`config.mk`:
```
export PLATFORM = sky130hd
export DESIGN_NAME = alu_pipe_core
export DESIGN_NICKNAME = d
export VERILOG_FILES = /design/src/rtl/alu_pkg.sv /design/src/rtl/alu_comb_core.sv /design/src/rtl/alu_pipe_core.sv
export SDC_FILE = /design/constraint.sdc
export NUM_CORES = 1
export LEC_CHECK = 0
export ABC_AREA = 1
export BUFFER_PORTS_ARGS = -buffer_cell sky130_fd_sc_hd__buf_2
export CAP_MARGIN = 15
export CORE_MARGIN = 2
export CORE_UTILIZATION = 54
export CTS_CLUSTER_SIZE = 40
export DETAILED_ROUTE_END_ITERATION = 6
export HOLD_SLACK_MARGIN = 0.06
export PLACE_DENSITY = 0.85
export SYNTH_ARGS = -nofsm -noshare
export SYNTH_HDL_FRONTEND = slang
export SYNTH_HIERARCHICAL = 1
export SYNTH_SLANG_ARGS = --single-unit
```
`constraint.sdc`:
```
create_clock -name clk -period 2.1 [get_ports clk]
set_clock_uncertainty 0.1 [all_clocks]
set_input_delay 0.42 -clock clk [delete_from_list [all_inputs] [get_ports clk]]
set_output_delay 0.42 -clock clk [all_outputs]
set_load 0.01 [all_outputs]
```
`src/rtl/alu_pkg.sv`:
```
// Shared opcode encodings and flag-bundle bit positions for the pipelined ALU.
package alu_pkg;

  localparam int unsigned OPCODE_W = 4;

  localparam logic [OPCODE_W-1:0] OP_ADD   = 4'd0;
  localparam logic [OPCODE_W-1:0] OP_SUB   = 4'd1;
  localparam logic [OPCODE_W-1:0] OP_AND   = 4'd2;
  localparam logic [OPCODE_W-1:0] OP_OR    = 4'd3;
  localparam logic [OPCODE_W-1:0] OP_XNOR  = 4'd4;
  localparam logic [OPCODE_W-1:0] OP_SGT   = 4'd5;
  localparam logic [OPCODE_W-1:0] OP_MIN   = 4'd6;
  localparam logic [OPCODE_W-1:0] OP_ROR   = 4'd7;
  localparam logic [OPCODE_W-1:0] OP_SNE   = 4'd8;
  localparam logic [OPCODE_W-1:0] OP_PASSB = 4'd9;

  localparam int unsigned FLAG_CARRY = 0;
  localparam int unsigned FLAG_ZERO  = 1;
  localparam int unsigned FLAG_NEG   = 2;
  localparam int unsigned FLAG_OVF   = 3;
  localparam int unsigned FLAG_ILL   = 4;
  localparam int unsigned FLAG_W     = 5;

endpackage

```
`src/rtl/alu_comb_core.sv`:
```
// Combinational ALU datapath: computes result and the full flag bundle from one operand set.
module alu_comb_core
  import alu_pkg::*;
#(
  parameter int unsigned WIDTH   = 8,
  parameter int unsigned SHIFT_W = 5
) (
  input  logic [OPCODE_W-1:0] opcode,
  input  logic [WIDTH-1:0]    input1,
  input  logic [WIDTH-1:0]    input2,
  input  logic [SHIFT_W-1:0]  shiftValue,
  output logic [WIDTH-1:0]    result,
  output logic [FLAG_W-1:0]   flags
);

  logic [WIDTH:0]   sum;
  logic [WIDTH:0]   diff;
  logic [WIDTH-1:0] rot;
  int unsigned      amt;
  logic             carry;
  logic             ovf;
  logic             ill;

  assign sum  = {1'b0, input1} + {1'b0, input2};
  // Top bit of the extended difference is the unsigned borrow.
  assign diff = {1'b0, input1} - {1'b0, input2};
  assign amt  = 32'(shiftValue) % WIDTH;
  assign rot  = WIDTH'({input1, input1} >> amt);

  always_comb begin
    result = '0;
    carry  = 1'b0;
    ovf    = 1'b0;
    ill    = 1'b0;
    case (opcode)
      OP_ADD: begin
        result = sum[WIDTH-1:0];
        carry  = sum[WIDTH];
        ovf    = (input1[WIDTH-1] == input2[WIDTH-1]) && (sum[WIDTH-1] != input1[WIDTH-1]);
      end
      OP_SUB: begin
        result = diff[WIDTH-1:0];
        carry  = diff[WIDTH];
        ovf    = (input1[WIDTH-1] != input2[WIDTH-1]) && (diff[WIDTH-1] != input1[WIDTH-1]);
      end
      OP_AND:   result = input1 & input2;
      OP_OR:    result = input1 | input2;
      OP_XNOR:  result = ~(input1 ^ input2);
      OP_SGT:   result = {{(WIDTH-1){1'b0}}, ($signed(input1) > $signed(input2))};
      OP_MIN:   result = (input1 < input2) ? input1 : input2;
      OP_ROR:   result = rot;
      OP_SNE:   result = {{(WIDTH-1){1'b0}}, (input1 != input2)};
      OP_PASSB: result = input2;
      default:  ill = 1'b1;
    endcase
  end

  always_comb begin
    flags             = '0;
    flags[FLAG_CARRY] = carry;
    flags[FLAG_ZERO]  = (result == '0);
    flags[FLAG_NEG]   = result[WIDTH-1];
    flags[FLAG_OVF]   = ovf;
    flags[FLAG_ILL]   = ill;
  end

endmodule

```
`src/rtl/alu_pipe_core.sv`:
```
// Two-stage valid/ready ALU pipeline: operand register, then registered result and flags.
module alu_pipe_core
  import alu_pkg::*;
#(
  parameter int unsigned WIDTH   = 8,
  parameter int unsigned SHIFT_W = 5
) (
  input  logic                clk,
  input  logic                reset,
  input  logic                inValid,
  output logic                inReady,
  input  logic [OPCODE_W-1:0] opcode,
  input  logic [WIDTH-1:0]    input1,
  input  logic [WIDTH-1:0]    input2,
  input  logic [SHIFT_W-1:0]  shiftValue,
  output logic                outValid,
  input  logic                outReady,
  output logic [WIDTH-1:0]    result,
  output logic                carryFlag,
  output logic                zeroFlag,
  output logic                negFlag,
  output logic                overflowFlag,
  output logic                illegalOp
);

  logic                s1_valid_q;
  logic [OPCODE_W-1:0] s1_op_q;
  logic [WIDTH-1:0]    s1_a_q;
  logic [WIDTH-1:0]    s1_b_q;
  logic [SHIFT_W-1:0]  s1_shift_q;

  logic                out_valid_q;
  logic [WIDTH-1:0]    result_q;
  logic [FLAG_W-1:0]   flags_q;

  logic [WIDTH-1:0]    comb_result;
  logic [FLAG_W-1:0]   comb_flags;
  logic                s1_adv;
  logic                s2_adv;

  assign s2_adv  = !out_valid_q || outReady;
  assign s1_adv  = !s1_valid_q || s2_adv;
  assign inReady = s1_adv;

  always_ff @(posedge clk or posedge reset) begin
    if (reset) begin
      s1_valid_q <= 1'b0;
      s1_op_q    <= '0;
      s1_a_q     <= '0;
      s1_b_q     <= '0;
      s1_shift_q <= '0;
    end else if (s1_adv) begin
      s1_valid_q <= inValid;
      if (inValid) begin
        s1_op_q    <= opcode;
        s1_a_q     <= input1;
        s1_b_q     <= input2;
        s1_shift_q <= shiftValue;
      end
    end
  end

  alu_comb_core #(
    .WIDTH   (WIDTH),
    .SHIFT_W (SHIFT_W)
  ) u_comb (
    .opcode     (s1_op_q),
    .input1     (s1_a_q),
    .input2     (s1_b_q),
    .shiftValue (s1_shift_q),
    .result     (comb_result),
    .flags      (comb_flags)
  );

  // Output bundle only changes on advance, so it is held bit-stable under backpressure.
  always_ff @(posedge clk or posedge reset) begin
    if (reset) begin
      out_valid_q <= 1'b0;
      result_q    <= '0;
      flags_q     <= '0;
    end else if (s2_adv) begin
      out_valid_q <= s1_valid_q;
      if (s1_valid_q) begin
        result_q <= comb_result;
        flags_q  <= comb_flags;
      end
    end
  end

  assign outValid     = out_valid_q;
  assign result       = result_q;
  assign carryFlag    = flags_q[FLAG_CARRY];
  assign zeroFlag     = flags_q[FLAG_ZERO];
  assign negFlag      = flags_q[FLAG_NEG];
  assign overflowFlag = flags_q[FLAG_OVF];
  assign illegalOp    = flags_q[FLAG_ILL];

endmodule

```
==> summary.md, run 1 <==
| Metric | Value |
|---|---|
| Clock sink count | 38 |
| Clock Latency Late Sink | ~300 ps |
| IO Pins | 44 |
| Post-Route WL | 12000 um |
| Slew headroom | 0.6642 |
| Crit path arrival time | 2470 ps |
| Final min period | between 2000 and 2500 ps |
| Residual DRC count | 0 |
| Slew Viols, Final | 0 |
| Die footprint | 0.007243 sq mm |
| Routability cong. | 0.9412 |
| Clk slew on worst S/H paths | around 80 ps |
| Die X-Extent | 85.11 um |
| Post-DR vias/cell | just under 6 |
| Global-route wire length before repair | 18890 um |
| Share of cells above drive strength 1 | 0.3985 |
| Core region area | between 0.006 and 0.007 sq mm |
| Final hold violations | 0 |
| WL per Instance | 16.28 um |
| Pwr Density | 912.9 mW/mm^2 |
| Antenna cells | 0 |
| Clock Tree Buf Depth | 2 |
| Worst-Margin Slew | 502.5 ps |
| Max Clk Rate | 431.1 MHz |
| Hold-fix buffers, CTS | 0 |
| CTS tree | yes |
| Worst setup margin | -219.7 ps |
| Finished layout cell area | 0.004878 sq mm |
| Port Buffers | 41 |
| Hold Path Class | in2async |
| MaxCap Viol Count | 0 |
| Final core occ | 0.7683 |
| Final ANT Viol Nets | 0 |
| Syn_nets | around 610 |
| CP startpoint kind | flop |
| Post-Synthesis Cells | 551 |
| Post-Syn Area | 0.003552 sq mm |
| Placed cell area | 0.004280 sq mm |
| Starting Density | 0.5594 |
| Setup CP Type | reg2reg |
| Maximum vdd drop | 0.0006508 V |
| RSZ-0062 raised after global routing | true |
| Hold slack | 118.8 ps |
| Worst path required time | approximately 2300 ps |
| Final setup viols | 7 |
| Num rows | 29 |
| Violated checks | negative setup slack |
| Initial DRT Pass Iterations | 6 |
| CP Capture Type | flop |
| H-tree lvl count | 2 |
| Layout area overhead | 37.34% |
| Via count | 4292 |
| # nets final | 714 |
| Root Driver | clkbuf_8 |
| Ys Warns | 6 |
| Total GRT Usage | 0.3288 |
| Number of global-route vias before repair | just under 4000 |
| Critical path peak fanout | 6 |
| Syn Area/Cell | 6.447 sq um |
| Antenna violations before repair | 0 |
| Status | complete, but fails checks |
| Final clock period utilization by the worst path | 1.105 |
| Dpl hpwl | 8766 um |
| Pin count of the biggest net entering global routing | 39 |
| CTS Buf Count | 5 |
| DIE HEIGHT | 85.11 um |
| Aggregate global routing overflow | 0 |
| DR iter-0 viols | about 550 |
| Fill cells | 466 |
| Leak | 2.543 nW |
cells in the final DEF, fill, tap and decap left out, types with 2 or more instances in the layout:
cell type / instances
nand3_1: 98
dfrtp_2: 5
a21oi_1: 7
o22ai_1: 2
nor3b_1: 2
nor3_1: 2
o21ai_0: 11
buf_6: 3
nand3_2: 19
nand2_1: 159
a21boi_0: 2
clkinvlp_4: 2
nor2_4: 3
dfrtp_1: 33
nor2_1: 31
fa_2: 2
o21ai_1: 8
buf_4: 79
a21oi_2: 9
ha_4: 11
inv_2: 26
clkbuf_8: 5
inv_1: 24
buf_2: 41
nand4_1: 5
nand2_2: 25
ha_2: 3
nor2_2: 11
nand3_4: 3
ha_1: 10
nand2_4: 6
nor3_2: 2
where the power goes:
part | internal [W] | switching, W | leakage [nW] | total (W)
sequential | 0.000902 | 0.000123 | 0.470 | 0.00103
combinational | 0.00118 | 0.00160 | 2.02 | 0.00278
clock | 0.000353 | 0.000294 | 0.0504 | 0.000648
routing by layer:
metal  global-route usage  share of wire  vias to the layer above
met4               0.1154          0.035                        0
met1               0.4558           0.41                     1995
met5                    0              0                        -
met2               0.5234           0.47                      250
li1                     -              -                     1999
met3              0.05058          0.089                       48
worst max-delay path: stages (launching register included):
cell     delay (ps)
dfrtp_1         400
inv_2            90
ha_4            240
nor2_4          220
buf_4           150
nand2_1          90
o21ai_1         180
nand3_1         120
nor2_2          140
nand3_2         100
nor2_1          100
nand2_1          60
nor2_1           90
nand3_1          90
nand2_1          90
flip-flops by register name, summed over array words and instances (netlist names):
signal,flops
s1_a_q,8
outValid,1
s1_op_q,4
flags_q,5
s1_shift_q,3
s1_valid_q,1
s1_b_q,8
result,8
what timing repair did:
| item | 4_1_cts | 5_1_grt |
|---|---|---|
| hold endpoints to repair | 0 | 0 |
| resized for setup | 40 | 79 |
| buffers inserted | 3 | 6 |
| gates cloned | 1 | 0 |
| pin swaps | 18 | 43 |
| setup endpoints to repair | 11 | 12 |
worst paths after layout:
path | cells past startpoint | startpoint | slack [ps] | endpoint
setup / recovery | 14 | s1_a_q[2] | -220 | flags_q[1]
hold / removal | 3 | reset | 120 | result[6]
min in group clk | 3 | shiftValue[0] | 240 | s1_shift_q[0]
setup reg to reg | 14 | s1_a_q[2] | -220 | flags_q[1]
max in group asynchronous | 3 | reset | 1420 | s1_a_q[0]
hold reg to reg | 2 | result[5] | 370 | result[5]
final cells by class:
| type | instances | area [sq um] | area share |
|---|---|---|---|
| repair buffers | 124 | 852.1 | 0.1747 |
| multi-input cells | 439 | 2665 | 0.5463 |
| clock buffers | 5 | 68.82 | 0.01411 |
| clock inverters | 3 | 45.04 | 0.009233 |
| inverters | 51 | 193.9 | 0.03975 |
| well taps | 77 | 96.34 | 0.01975 |
| flip-flops and latches | 38 | 957.2 | 0.1962 |
metrics by stage:
stage	total power (W)	setup slack, ps	TNS [ps]	std cells
final	0.004454	-219.7	-675.9	737
after global routing	0.004726	-317.4	-1642	737
after CTS	0.004074	-173.3	-278.2	732
after detailed placement	0.003266	-276.4	-1905	720
after global placement	0.003188	-214.1	-1174	720
after floorplan	0.002391	4.540	0	551
(Power assumes the default switching activity.)
==> run 2, diff against run 1 <==
Settings changed: CORE_UTILIZATION 54 to 39, CTS_CLUSTER_SIZE 40 to 20, PLACE_DENSITY 0.85 to 0.64.
Clock period 2.1 ns to 2.37 ns, I/O delays scaled along.
==> run 2 against run 1 <==
The run now ends clean. Die area up 37%. Via count down 8.3%. Fmax up 0.67%. Global-route usage fell by 9.9 points. Critical endpoint is now result[6]. Highest routed layer unchanged.
==> summary.md, run 2 (synthesized netlist as in run 1, its figures left out) <==
| Metric | Value |
|---|---|
| Status | complete, no violations (was complete, but fails checks) |
| Global-route wire length before repair | 17850 um (was 18890 um) |
| Antenna cells | 0 (unchanged) |
| Register Area | 952.2 sq um (was 957.2 sq um) |
| H-tree lvl count | 2 (unchanged) |
| CTS tree | yes (unchanged) |
| MaxCap Viol Count | 0 (unchanged) |
| Clock Tree Buf Depth | 2 (unchanged) |
| Worst-Margin Slew | 530.8 ps (was 502.5 ps) |
| Buf/Inv on CP | 5 (was 2) |
| Num rows | 34 (was 29) |
| CP startpoint kind | flop (unchanged) |
| Final clock period utilization by the worst path | 0.9723 (was 1.105) |
| Placed cell area | 0.004225 sq mm (was 0.004280 sq mm) |
| Leak | 2.430 nW (was 2.543 nW) |
| Core region area | 0.008763 sq mm (was 0.006350 sq mm) |
| GR Layer Usage met1 | 0.3361 (was 0.4558) |
| Hold-fix buffers, CTS | 0 (unchanged) |
| Maximum vdd drop | 0.0003639 V (was 0.0006508 V) |
| Pin count of the biggest net entering global routing | 39 (unchanged) |
| Max Clk Rate | 434.0 MHz (was 431.1 MHz) |
| Number of global-route vias before repair | 3467 (was 3928) |
| Commonest cells after routing, fill and taps aside | nand2_1 (171), nand3_1 (110), buf_4 (63) (was nand2_1 (159), nand3_1 (98), buf_4 (79)) |
| Layout area overhead | 27.97% (was 37.34%) |
| Critical path's slowest cell | dfrtp_1 (unchanged) |
| Final core occ | 0.5187 (was 0.7683) |
| Pwr Density | 808.7 mW/mm^2 (was 912.9 mW/mm^2) |
| Setup CP Type | reg2reg (unchanged) |
| Via count | 3936 (was 4292) |
| DIE HEIGHT | 99.44 um (was 85.11 um) |
| Final setup viols | 0 (was 7) |
| Fill cells | 911 (was 466) |
| Aggregate global routing overflow | 0 (unchanged) |
| Antenna violations before repair | 0 (unchanged) |
| Routability cong. | 0.9621 (was 0.9412) |
| CP Capture Type | flop (unchanged) |
| IO Pins | 44 (unchanged) |
| Final ANT Viol Nets | 0 (unchanged) |
| Total GRT Usage | 0.2293 (was 0.3288) |
| Final min period | 2304 ps (was 2320 ps) |
| Final hold violations | 0 (unchanged) |
| Post-Route WL | 11030 um (was 12000 um) |
| Port Buffers | 41 (unchanged) |
| FF-to-FF path depth | 14 (unchanged) |
| Slew Viols, Final | 0 (unchanged) |
| Reg-to-reg startpoint | s1_b_q[5] (was s1_a_q[2]) |
| Dpl hpwl | 8819 um (was 8766 um) |
| Met2 Resource Use GR | 0.3524 (was 0.5234) |
| Busiest grt layer | met2 (unchanged) |
| Crit path arrival time | 2390 ps (was 2470 ps) |
| Die X-Extent | 99.44 um (was 85.11 um) |
| Starting Density | 0.4053 (was 0.5594) |
| Multi-input gate area | 0.002411 sq mm (was 0.002665 sq mm) |
| WL per Instance | 14.73 um (was 16.28 um) |
| # nets final | 695 (was 714) |
| Post-DR vias/cell | 5.255 (was 5.824) |
| DR iter-0 viols | 286 (was 547) |
| Die footprint | 0.009887 sq mm (was 0.007243 sq mm) |
| Worst Setup SP | s1_b_q[5] (was s1_a_q[2]) |
| R2R Setup Slk | 70 ps (was -220 ps) |
| Worst path required time | 2460 ps (was 2250 ps) |
| Delay of the slowest critical-path stage | 380 ps (was 400 ps) |
| CP top delay family | buffers and inverters (was simple AND/OR/NAND/NOR gates) |
| Clock Latency Late Sink | 300 ps (about the same) |
| Slew headroom | 0.6462 (was 0.6642) |
| Residual DRC count | 0 (unchanged) |
| Initial DRT Pass Iterations | 5 (was 6) |
| Critical path peak fanout | 9 (was 6) |
| Crit path cell chain | inv_1, ha_2, inv_1, o21ai_2, a21oi_4, buf_12, nand2_4, nand2_1, nand3_1, nand3_1, buf_4, buf_4, nand3_1, nand2_1 (was inv_2, ha_4, nor2_4, buf_4, nand2_1, o21ai_1, nand3_1, nor2_2, nand3_2, nor2_1, nand2_1, nor2_1, nand3_1, nand2_1) |
| Leading cell type in the layout, fill and taps excluded | nand2_1 (unchanged) |
| Clock sink count | 38 (unchanged) |
| Reg2reg end | result[6] (was flags_q[1]) |
| Root Driver | clkbuf_8 (unchanged) |
| Clk slew on worst S/H paths | 80 ps (about the same) |
| Finished layout cell area | 0.004546 sq mm (was 0.004878 sq mm) |
| Hold Path Class | in2async (unchanged) |
| Share of cells above drive strength 1 | 0.2917 (was 0.3985) |
| Final Total Pwr | 0.003676 W (was 0.004454 W) |
| Met3 GRT Util | 0.02881 (was 0.05058) |
| CP most frequent cell | nand3_1 (was nand2_1) |
| CTS Buf Count | 5 (unchanged) |
## run 2: cell count changes in the layout (fill, tap and decap cells not counted), moves of 7 or more
cell	before	now
buf_4	79	63
inv_2	26	18
nand2_2	25	16
inv_1	24	33
nand2_1	159	171
a21oi_2	9	2
nand3_2	19	9
a21oi_1	7	14
nand3_1	98	110
## run 2: layer usage
metal	up-vias	routed length (um)
met2	148	4788
met3	16	678
met1	1800	5241
met4	0	322
li1	1972	-
met5	-	0
## run 2: cell type report
type,count,area share
repair buffers,106,0.1580
flip-flops and latches,38,0.2095
inverters,51,0.04211
clock inverters,3,0.01514
clock buffers,5,0.01514
well taps,108,0.02973
multi-input cells,438,0.5304
## run 2: how the worst max path moves through the flow
stage / to / slack, ps / cells past startpoint
3_3_place_gp: flags_q[1] / -20 / 15
5_1_grt: flags_q[1] / -20 / 17
4_1_cts: flags_q[1] / 4 / 17
2_1_floorplan: flags_q[1] / 240 / 16
3_5_place_dp: flags_q[1] / -40 / 15
6_report: result[6] / 70 / 14
## run 2: repair_timing
item	in CTS	in global routing
gates resized for setup	6	46
pin swaps	0	12
setup endpoints to repair	1	8
setup buffers	0	1
## run 2: through the flow
step,TNS (ps),hold slack (ps),instances,worst slack (ps)
after global routing,-21.39,229.7,749,-21.39
after global placement,-23.56,351.2,740,-23.56
after detailed placement,-41.20,353.8,740,-41.20
final,0,176.0,749,65.75
after floorplan,0,336.6,551,235.9
after CTS,0,185.9,748,4.371
## run 2: report_power, final
| group | switching (W) | total, W | leakage (nW) | internal (W) |
|---|---|---|---|---|
| combinational | 0.00120 | 0.00208 | 1.89 | 0.000882 |
| sequential | 0.000125 | 0.000922 | 0.474 | 0.000797 |
| clock | 0.000248 | 0.000670 | 0.0683 | 0.000422 |
| total | 0.00158 | 0.00368 | 2.43 | 0.00210 |
## run 2: tightest hold or removal path: stages
cell and delay [ps]:
buf_2 90, inv_1 40, buf_4 420
